`config.mk`:
```
export PLATFORM = sky130hd
export DESIGN_NAME = mult_ctrl_fsm
export DESIGN_NICKNAME = d
export VERILOG_FILES = /design/src/rtl/mult_pkg.sv /design/src/rtl/sync_2ff.sv /design/src/rtl/mult_ctrl_fsm.sv
export SDC_FILE = /design/constraint.sdc
export NUM_CORES = 1
export LEC_CHECK = 0
export BUFFER_PORTS_ARGS = -buffer_cell sky130_fd_sc_hd__clkbuf_2
export CAP_MARGIN = 20
export CORE_AREA = 2 2 39 41
export DETAILED_ROUTE_END_ITERATION = 16
export DIE_AREA = 0 0 41 43
export GPL_ROUTABILITY_DRIVEN = 0
export PLACE_DENSITY = 0.59
export SKIP_LAST_GASP = 1
export SLEW_MARGIN = 20
export SYNTH_ARGS = -nofsm -noshare
export SYNTH_HDL_FRONTEND = slang
export SYNTH_SLANG_ARGS = --single-unit
```
`constraint.sdc`:
```
create_clock -name Clk -period 1.5 [get_ports Clk]
set_input_delay 0.3 -clock Clk [delete_from_list [all_inputs] [get_ports Clk]]
set_output_delay 0.3 -clock Clk [all_outputs]
set_load 0.03 [all_outputs]
```
`src/rtl/mult_pkg.sv`:
```
// Shared definitions for the add-shift multiplier: sequencer state encoding
// and the operand width used by the datapath registers.
package mult_pkg;

    localparam int unsigned MULT_WIDTH = 8;

    typedef enum logic [2:0] {
        IDLE  = 3'd0,
        CLR   = 3'd1,
        ADD   = 3'd2,
        SHIFT = 3'd3,
        HOLD  = 3'd4
    } mult_state_e;

endpackage

```
`src/rtl/sync_2ff.sv`:
```
// Two-flop synchronizer for a single asynchronous level input.
// Ports: clk, rst (async active-high, clears both flops), d (async in), q (synchronized out).
module sync_2ff (
    input  logic clk,
    input  logic rst,
    input  logic d,
    output logic q
);

    logic meta_q, meta_d;
    logic sync_q, sync_d;

    // Next values: shift the input through the two stages.
    always_comb begin
        meta_d = d;
        sync_d = meta_q;
    end

    always_ff @(posedge clk or posedge rst) begin
        if (rst) begin
            meta_q <= 1'b0;
            sync_q <= 1'b0;
        end else begin
            meta_q <= meta_d;
            sync_q <= sync_d;
        end
    end

    assign q = sync_q;

endmodule

```
`src/rtl/mult_ctrl_fsm.sv`:
```
// Sequencer for the 8-bit add-shift multiplier datapath. One multiplication
// per Execute press: clear A, then WIDTH add/shift pairs (subtract on the
// final iteration), then hold with Done until Execute is released.
// Optional build macro MULT_CTRL_SYNC_EN: Execute and ClearA_loadB pass
// through two-flop synchronizers (M is always used directly).
// Ports:
//   Clk, Reset (async active-high)
//   Execute, ClearA_loadB : button levels
//   M                     : current multiplier LSB (register B bit 0)
//   Clr_Ld, ClearA, Add_en, Sub_en, Shift_en : one-cycle datapath strobes
//   Busy                  : high from CLR through the last SHIFT
//   Done                  : high in HOLD
module mult_ctrl_fsm
    import mult_pkg::*;
#(
    parameter int unsigned WIDTH = MULT_WIDTH
) (
    input  logic Clk,
    input  logic Reset,
    input  logic Execute,
    input  logic ClearA_loadB,
    input  logic M,
    output logic Clr_Ld,
    output logic ClearA,
    output logic Add_en,
    output logic Sub_en,
    output logic Shift_en,
    output logic Busy,
    output logic Done
);

    localparam int unsigned CNT_W = (WIDTH > 1) ? $clog2(WIDTH) : 1;
    localparam logic [CNT_W-1:0] LAST_IT = CNT_W'(WIDTH - 1);

    logic exec_s;
    logic load_s;

`ifdef MULT_CTRL_SYNC_EN
    sync_2ff u_sync_exec (
        .clk (Clk),
        .rst (Reset),
        .d   (Execute),
        .q   (exec_s)
    );

    sync_2ff u_sync_load (
        .clk (Clk),
        .rst (Reset),
        .d   (ClearA_loadB),
        .q   (load_s)
    );
`else
    assign exec_s = Execute;
    assign load_s = ClearA_loadB;
`endif

    mult_state_e      state_q, state_d;
    logic [CNT_W-1:0] cnt_q, cnt_d;

    logic clr_ld_c, clear_a_c, add_en_c, sub_en_c, shift_en_c, busy_c, done_c;

    // State and iteration counter.
    always_ff @(posedge Clk or posedge Reset) begin
        if (Reset) begin
            state_q <= IDLE;
            cnt_q   <= '0;
        end else begin
            state_q <= state_d;
            cnt_q   <= cnt_d;
        end
    end

    // Next state and strobes; add/sub strobes are Mealy on M.
    always_comb begin
        state_d    = state_q;
        cnt_d      = cnt_q;
        clr_ld_c   = 1'b0;
        clear_a_c  = 1'b0;
        add_en_c   = 1'b0;
        sub_en_c   = 1'b0;
        shift_en_c = 1'b0;
        busy_c     = 1'b0;
        done_c     = 1'b0;

        case (state_q)
            IDLE: begin
                // Load request has priority over starting a multiply.
                if (load_s) begin
                    clr_ld_c = 1'b1;
                end else if (exec_s) begin
                    state_d = CLR;
                end
            end
            CLR: begin
                clear_a_c = 1'b1;
                busy_c    = 1'b1;
                cnt_d     = '0;
                state_d   = ADD;
            end
            ADD: begin
                busy_c = 1'b1;
                // The sign bit of the multiplier carries negative weight.
                if (cnt_q == LAST_IT) begin
                    sub_en_c = M;
                end else begin
                    add_en_c = M;
                end
                state_d = SHIFT;
            end
            SHIFT: begin
                busy_c     = 1'b1;
                shift_en_c = 1'b1;
                if (cnt_q == LAST_IT) begin
                    state_d = HOLD;
                end else begin
                    cnt_d   = cnt_q + CNT_W'(1);
                    state_d = ADD;
                end
            end
            HOLD: begin
                done_c = 1'b1;
                if (!exec_s) begin
                    state_d = IDLE;
                end
            end
            default: begin
                state_d = IDLE;
            end
        endcase
    end

    // Mask everything while Reset is asserted so a held load button
    // cannot leak a strobe through the combinational IDLE path.
    assign Clr_Ld   = clr_ld_c   & ~Reset;
    assign ClearA   = clear_a_c  & ~Reset;
    assign Add_en   = add_en_c   & ~Reset;
    assign Sub_en   = sub_en_c   & ~Reset;
    assign Shift_en = shift_en_c & ~Reset;
    assign Busy     = busy_c     & ~Reset;
    assign Done     = done_c     & ~Reset;

endmodule

```
# After elaboration in Yosys (flattened, before gate mapping)
# Index checks and enable logic that the tools add are counted.
# totals
regBits,6
elab_cells,42
# op_classes
n_bitwise,8
n_addsub,1
eq_ne,9
n_mux,17
reduce_logical,5
# ops
cell,count
2-to-1 mux 3 bit,5
case mux 3 bit (5 select lines),1
2-to-1 mux 1 bit,10
inequality test 2 bit (second input constant),4
bitwise AND 1 bit,7
== test 3 x 2 -> 1 bit (second input constant),2
== test 3 bit (second input constant),2
case mux 3 bit (2 select lines),1
adder 3 x 1 -> 3 bit (second input constant),1
== test 3 x 1 -> 1 bit (second input constant),1
zero test 3 bit,1
AND reduction 3 bit,1
OR reduction 3 bit,1
AND reduction 2 bit,1
nonzero test 2 bit,1
NOT 1 bit,1

# Longest topological paths before layout
# Gate-level depths: netlist (run 1).
# logic_depth
depth_word,4
depth_mapped,5

# Worst setup path before layout (run 1)
# OpenSTA, ideal clock, no wires.
# synth_path
path_type,flip-flop to output port
startpoint,register state_q[1]
endpoint,output port Clr_Ld
arrival_time_ps,1725
setup_slack_ps,-525
stages_incl_launch_ff,4
cell_sequence,dfrtp_1 buf_6 nor2_1 nor4b_1
# synth_via
elab_chain_cells,3
# synth_lines
item,line_no,text
"start, declared",mult_ctrl_fsm.sv:57,"mult_state_e state_q, state_d;"
"start signal, assigned",mult_ctrl_fsm.sv:68,state_q <= state_d;
zero test 3 bit,mult_ctrl_fsm.sv:85,case (state_q)
2-to-1 mux 1 bit,mult_ctrl_fsm.sv:85,
bitwise AND 1 bit,mult_ctrl_fsm.sv:134,assign Clr_Ld = clr_ld_c & ~Reset;
"end, declared",mult_ctrl_fsm.sv:23,"output logic Clr_Ld,"
# Every way passes these cells.

# Worst setup path after layout (run 1)
# layout_path
startpoint,register cnt_q[0]
endpoint,output port Sub_en
# layout_via
elab_chain_cells,4
# layout_lines
item,line_no,text
"start, declared",mult_ctrl_fsm.sv:58,"logic [CNT_W-1:0] cnt_q, cnt_d;"
"start signal, assigned",mult_ctrl_fsm.sv:69,cnt_q <= cnt_d;
== test 3 bit,mult_ctrl_fsm.sv:103,if (cnt_q == LAST_IT) begin
2-to-1 mux 1 bit,mult_ctrl_fsm.sv:103,
2-to-1 mux 1 bit,mult_ctrl_fsm.sv:85,
bitwise AND 1 bit,mult_ctrl_fsm.sv:137,assign Sub_en = sub_en_c & ~Reset;
"end, declared",mult_ctrl_fsm.sv:26,"output logic Sub_en,"
# Every way passes these cells.

==> results of run 1 <==
==> cells in the mapped netlist (all sizes together) <==
| master | count |
|---|---|
| nand2 | 2 |
| o21ai | 2 |
| clkbuf | 1 |
| dfrtp | 6 |
| nor3 | 4 |
| and3 | 1 |
| buf | 1 |
| nand2b | 1 |
| a21oi | 1 |
| or2 | 1 |
| nand4 | 1 |
| inv | 3 |
| nor2 | 5 |
| and2 | 1 |
| nor4b | 2 |
| ha | 3 |
| mux2 | 1 |
| nor3b | 1 |
| a22o | 1 |
| nand3 | 2 |
| o31ai | 1 |
==> sequential cells by signal, summed over array words and instances (netlist names) <==
signal and count:
cnt_q 3, state_q 3
==> metal layers <==
metal,track usage,vias up,share of wire
met2,0.2219,11,0.48
li1,-,189,-
met3,0.01571,3,0.044
met1,0.1927,182,0.45
met5,0,-,0
met4,0.1200,0,0.025
==> worst register-to-register path, cell delays in order, from the launching register on <==
cell      delay [ns]
dfrtp_2         0.46
buf_4           0.17
buf_4           0.13
nand2b_2        0.19
or2_1           0.23
mux2_4          0.26
==> timing repair <==
action	in CTS	in global routing
buffers inserted	5	0
hold buffers	0	0
resized for setup	18	8
endpoints found under the hold margin	0	0
endpoints found under the setup margin	7	8
cloned	0	0
pin swaps	4	4
==> logic make-up (layout without fill, tap and decap cells) <==
| family | after synthesis | count (layout) |
|---|---|---|
| AOI/OAI and AO/OA | 5 | 5 |
| adders and majority gates | 3 | 3 |
| buffers and inverters | 5 | 28 |
| DFF | 6 | 6 |
| muxes | 1 | 1 |
| and+or+nand+nor | 21 | 21 |
==> cell type report <==
class                      instances  area (sq um)  share of cell area
timing repair buffer              22         172.7              0.2659
inverter                           3         11.26             0.01734
multi-input combinational         30         270.3              0.4162
sequential                         6         152.6              0.2351
tap                               16         20.02             0.03083
clock buffer                       3         22.52             0.03468
==> through the flow <==
step | utilization | setup TNS [ns] | instances | worst slack [ns] | hold WS [ns]
after CTS | 0.4593 | -0.2549 | 80 | -0.07059 | 0.1302
after global routing | 0.4693 | -0.7566 | 80 | -0.1348 | 0.1542
final | 0.4693 | -0.2376 | 80 | -0.06218 | 0.1320
after detailed placement | 0.3662 | 0 | 72 | 0.01773 | 0.3871
after global placement | 0.3662 | 0 | 72 | 0.02781 | 0.3847
after floorplan | - | -0.2510 | 41 | -0.09608 | 0.1047
==> where the power goes <==
group | switching, mW | total [mW] | internal [mW]
Combinational | 0.282 | 0.648 | 0.366
Sequential | 0.0983 | 0.333 | 0.235
Clock | 0.0671 | 0.158 | 0.0911
Total | 0.447 | 1.14 | 0.691
==> worst max path at each step <==
stage	slack (ns)	cells past startpoint	endpoint	from
after global routing	-0.13	5	Sub_en	cnt_q[0]
after detailed placement	0.02	5	cnt_q[0]	cnt_q[0]
final	-0.06	5	Sub_en	cnt_q[0]
after CTS	-0.07	5	Sub_en	cnt_q[1]
after global placement	0.03	5	cnt_q[0]	cnt_q[0]
after floorplan	-0.1	2	Busy	state_q[2]
==> key figures, run 1 <==
Outcome
  • Status: finished with violations
  • Violated checks: negative setup slack

STA
  • Final Setup Violations: 6
  • Fmax: 640.1 MHz
  • Slew @ Worst Pin: 0.2428 ns
  • Fin worst setup slack: -0.06218 ns
  • Final min period: around 1.6 ns
  • Worst Skew: 0.003574 ns
  • Slew margin rel.: 0.8378
  • RSZ-0062 raised after global routing: true
  • Tcrit/Tclk final: 1.041
  • Hold Fails Final Rpt: 0
  • Final Max Slew Viols: 0

Critical path
  • Setup crit start kind: flop
  • CP max stage delay: 0.38 ns
  • Critical Path Sink Type: output port
  • Critical path buffers and inverters: 2
  • Worst Path Arrival: 1.26 ns
  • Critical-path cell list: ha_4, ha_4, inv_2, nor2_1, buf_4
  • CP max FO: 3
  • Reg2Reg Depth: 5
  • R2r endpoint: cnt_q[0]
  • Slowest cell on crit path: dfrtp_1
  • Most used cell, CP: ha_4
  • Reg2reg setup slack: -0.06 ns
  • WS Path Type: reg -> out
  • CP delay by family, top: flip-flops
  • WP data required: approximately 1.2 ns
  • Start of the worst register-to-register path: state_q[2]

Logic synthesis
  • Register bit total from synthesis: 6
  • Post-synthesis xor/xnor area fraction: 0
  • Largest family of logic cells by synthesized area: simple AND/OR/NAND/NOR gates
  • Cell taking the most area after synthesis: dfrtp_1
  • Synthesis Warnings: 0
  • Compound-gate portion of the synthesized area: 0.08333
  • Yosys top cell area share: 0.4000
  • Post-synthesis cell count: 41
  • Synth Area in Adders: 0.1000
  • Average cell area after synthesis: between 9 and 10 sq um
  • Syn Nets: 49
  • Mux contribution to synthesized area: 0.04000
  • Syn Std Cell Area: 375.4 sq um
  • Seq/Total Area, Yosys: 0.4000
  • Simple-gate share of the synthesized area: 0.3067
  • Synth top area cells: dfrtp_1 40%, ha_1 10%, nor3_1 5.3%
  • Yosys cell types: 21

Placed design
  • DP HPWL: 621.5 um
  • I/O Buffers: 11
  • Placed standard-cell area: 506.7 sq um

Route
  • DRC violation count after routing: 0
  • Drt total wl: just under 1 mm
  • DRT Pass-1 Iters: 4
  • DR vias: 385
  • Initial DRC count: 4
  • Vias/cell: about 4.8
  • Wire length per cell: roughly 12 um
  • Routed Antenna Nets: 0

Finish
  • Commonest non-fill, non-tap cell in the layout: buf_4
  • P&R area growth vs syn: 73.00%
  • Filler cell count: 128
  • Highest-count cells in the layout ignoring fill and taps: 12 x buf_4, 5 x clkbuf_2, 4 x nor3_1, 4 x clkbuf_4, 4 x dfrtp_1
  • Antenna fix cells: 0
  • Fin nets: 74
  • Final instance area: 649.4 sq um
  • Share of layout cells above drive strength 1: 0.5938

Clock tree
  • CTS tree: done
  • Clock Sinks: 6
  • Clk root buf: clkbuf_4
  • Clk slew on worst S/H paths: around 0.05 ns
  • Maximum buffer depth of the clock tree: 2
  • CTS H-Tree Depth: 1
  • Clock latency on the worst-skew pair: 0.26 ns
  • CTS buffer count: 3

Power
  • P per Cell Area: between 1500 and 2000 nW/um^2
  • VDD IR-drop max: 0.0005382 V
  • Pwr Total: ~1.1 mW
  • Leakage: between 0.2 and 0.3 nW

Global route
  • Initial antenna violation count: 0
  • Largest net degree at the start of global routing: 7
  • Via count of the first global-routing pass: 424
  • GRT Util Overall: 0.1521
  • Grt total ovfl: 0
  • First-pass GRT wire length: 1.780 mm

Floorplanning
  • IO Pins: 12
  • Die area: 1763 sq um
  • Placement Rows: 14
  • Starting density of the core: 0.2712
  • Die span in x: 41 um
  • Core ar.: about 1400 sq um
  • Die height: 43 um

Run
  • MaxCap Viol Count: 0

Min path
  • HP Class: in -> async
Power figures use the tool's default switching activity.
==> run 2, diff against run 1 <==
- CTS_BUF_LIST: default -> sky130_fd_sc_hd__clkbuf_16
==> run 2 against run 1 <==
  * The run still ends with negative setup slack left
  * Utilization increased by 7.0 points
  * Die area unchanged
  * Routed wire length increased by 9.4%
  * Critical endpoint is now Add_en
==> key figures, run 2 (same netlist as run 1, synthesis figures left out) <==
Finish
  • Antenna fix cells: 0
  • Core Util, Final: 0.5389
  • Biggest regs: cnt_q (3), state_q (3)
  • Highest-count cells in the layout ignoring fill and taps: 12 x buf_4, 4 x dfrtp_1, 4 x clkbuf_2, 4 x buf_6
  • Fin nets: 75
  • Register area: 152.6 sq um
  • Footprint of the multi-input gates: 296.5 sq um
  • Final instance area: 745.7 sq um
  • Commonest non-fill, non-tap cell in the layout: buf_4
  • Share of layout cells above drive strength 1: 0.6769
  • P&R area growth vs syn: 98.67%
  • Filler cell count: around 110

STA
  • Slew margin rel.: 0.8451
  • Fmax: 651.7 MHz
  • Final Max Slew Viols: 0
  • Tcrit/Tclk final: 1.023
  • Slew @ Worst Pin: around 0.23 ns
  • Fin worst setup slack: -0.03450 ns
  • Final Setup Violations: 5
  • Hold Fails Final Rpt: 0
  • RSZ-0062 raised after global routing: true
  • Final min period: 1.535 ns
  • Worst Skew: 0.002549 ns

Route
  • DRT Pass-1 Iters: 3
  • Met2 wire len: 567 um
  • Wire length per cell: 13.16 um
  • DRC violation count after routing: 0
  • Initial DRC count: 1
  • Routed Antenna Nets: 0
  • DR top layer: met4
  • Met3 Wirelength: around 37 um
  • DR vias: 388
  • Vias/cell: 4.790
  • M1 WL: 455 um
  • Drt total wl: 1.066 mm

Critical path
  • Critical-path cell list: ha_4, ha_4, nor2_2, clkbuf_8
  • CP max stage delay: about 0.40 ns
  • Worst Path Arrival: 1.23 ns
  • Critical Path Sink Type: output port
  • CP max FO: 2
  • Setup crit start kind: flop
  • Slowest cell on crit path: dfrtp_1
  • Most used cell, CP: ha_4
  • WS Path Type: reg -> out
  • WP data required: 1.20 ns

Global route
  • GRT Util Overall: 0.1592
  • Largest net degree at the start of global routing: 7
  • First-pass GRT wire length: between 1.5 and 2 mm
  • Initial antenna violation count: 0
  • Grt total ovfl: 0
  • Via count of the first global-routing pass: 423

Min path
  • HP Class: in -> async

Power
  • VDD IR-drop max: around 0.00089 V
  • P per Cell Area: 1951 nW/um^2
  • Leakage: 0.3330 nW

Placed design
  • I/O Buffers: 11
  • Placed standard-cell area: between 500 and 600 sq um
  • DP Worst Slack: 0.01773 ns
  • DP HPWL: 621.5 um

Clock tree
  • Clock latency on the worst-skew pair: 0.23 ns
  • Maximum buffer depth of the clock tree: 2
  • CTS Hold Bufs: 0
  • Clk root buf: clkbuf_16
  • CTS tree: done
  • Clock Sinks: 6
  • CTS buffer count: 3
  • Clk slew on worst S/H paths: 0.03 ns
  • CTS H-Tree Depth: 1

Floorplanning
  • Starting density of the core: 0.2712
  • Placement Rows: 14
  • IO Pins: 12
  • Die span in x: 41 um
  • Die area: around 1800 sq um
  • Die height: 43 um
  • Core ar.: 1384 sq um

Outcome
  • Status: finished with violations
  • Violated checks: negative setup slack

Run
  • MaxCap Viol Count: 0
## run 2: changes by cell type in the layout (fill, tap and decap cells not counted), sizes merged
cell    previous run  this run
clkbuf            11        10
buf               14        16
## run 2: stage by stage
| stage | hold slack, ns | setup TNS (ns) | power [mW] | std cells |
|---|---|---|---|---|
| global placement | 0.3847 | 0 | 0.7814 | 72 |
| CTS | 0.1521 | -0.1598 | 1.349 | 79 |
| finish | 0.1994 | -0.1066 | 1.455 | 81 |
| global route | 0.2198 | -0.4586 | 1.568 | 81 |
| floorplan | 0.1047 | -0.2510 | 0.6434 | 41 |
| detailed placement | 0.3871 | 0 | 0.7860 | 72 |
## run 2: area by class of cell
cell class | count | area share
well taps | 16 | 0.02685
clock buffers | 3 | 0.1007
repair buffers | 23 | 0.2550
multi-input cells | 30 | 0.3977
inverters | 3 | 0.01510
flip-flops and latches | 6 | 0.2047
## run 2: what timing repair did
item | in CTS | in global routing
resized for setup | 17 | 20
setup buffers | 4 | 2
endpoints found under the setup margin | 6 | 9
pin swaps | 3 | 8
## run 2: final timing paths
check / from / to / depth (start not counted) / slack (ns)
worst max-delay path: cnt_q[1] / Add_en / 4 / -0.03
worst min-delay path: Reset / state_q[1] / 3 / 0.20
worst max register to register: cnt_q[1] / cnt_q[0] / 5 / 0
worst min register to register: cnt_q[1] / cnt_q[1] / 1 / 0.57
max in group asynchronous: Reset / state_q[2] / 3 / 1.17
min in group Clk: Execute / state_q[2] / 3 / 0.34
## run 2: power by group
group	internal [mW]	leakage (nW)	total [mW]	switching, mW
Sequential	0.235	0.0692	0.333	0.0977
Clock	0.342	0.0370	0.425	0.0837
Combinational	0.395	0.227	0.697	0.302
## run 2: per-layer routing
layer / GRT usage / up-vias
met4: 0.1200 / 0
li1: - / 193
met2: 0.2313 / 8
met3: 0.04712 / 2
met5: 0 / -
met1: 0.1860 / 185
## run 2: worst max-delay path, delay by kind of cell (launching register included)
family / cells / cell delay, ns
AND/OR/NAND/NOR: 1 / 0.10
flip-flops: 1 / 0.40
buffers and inverters: 1 / 0.16
adder cells (fa/ha/maj): 2 / 0.35
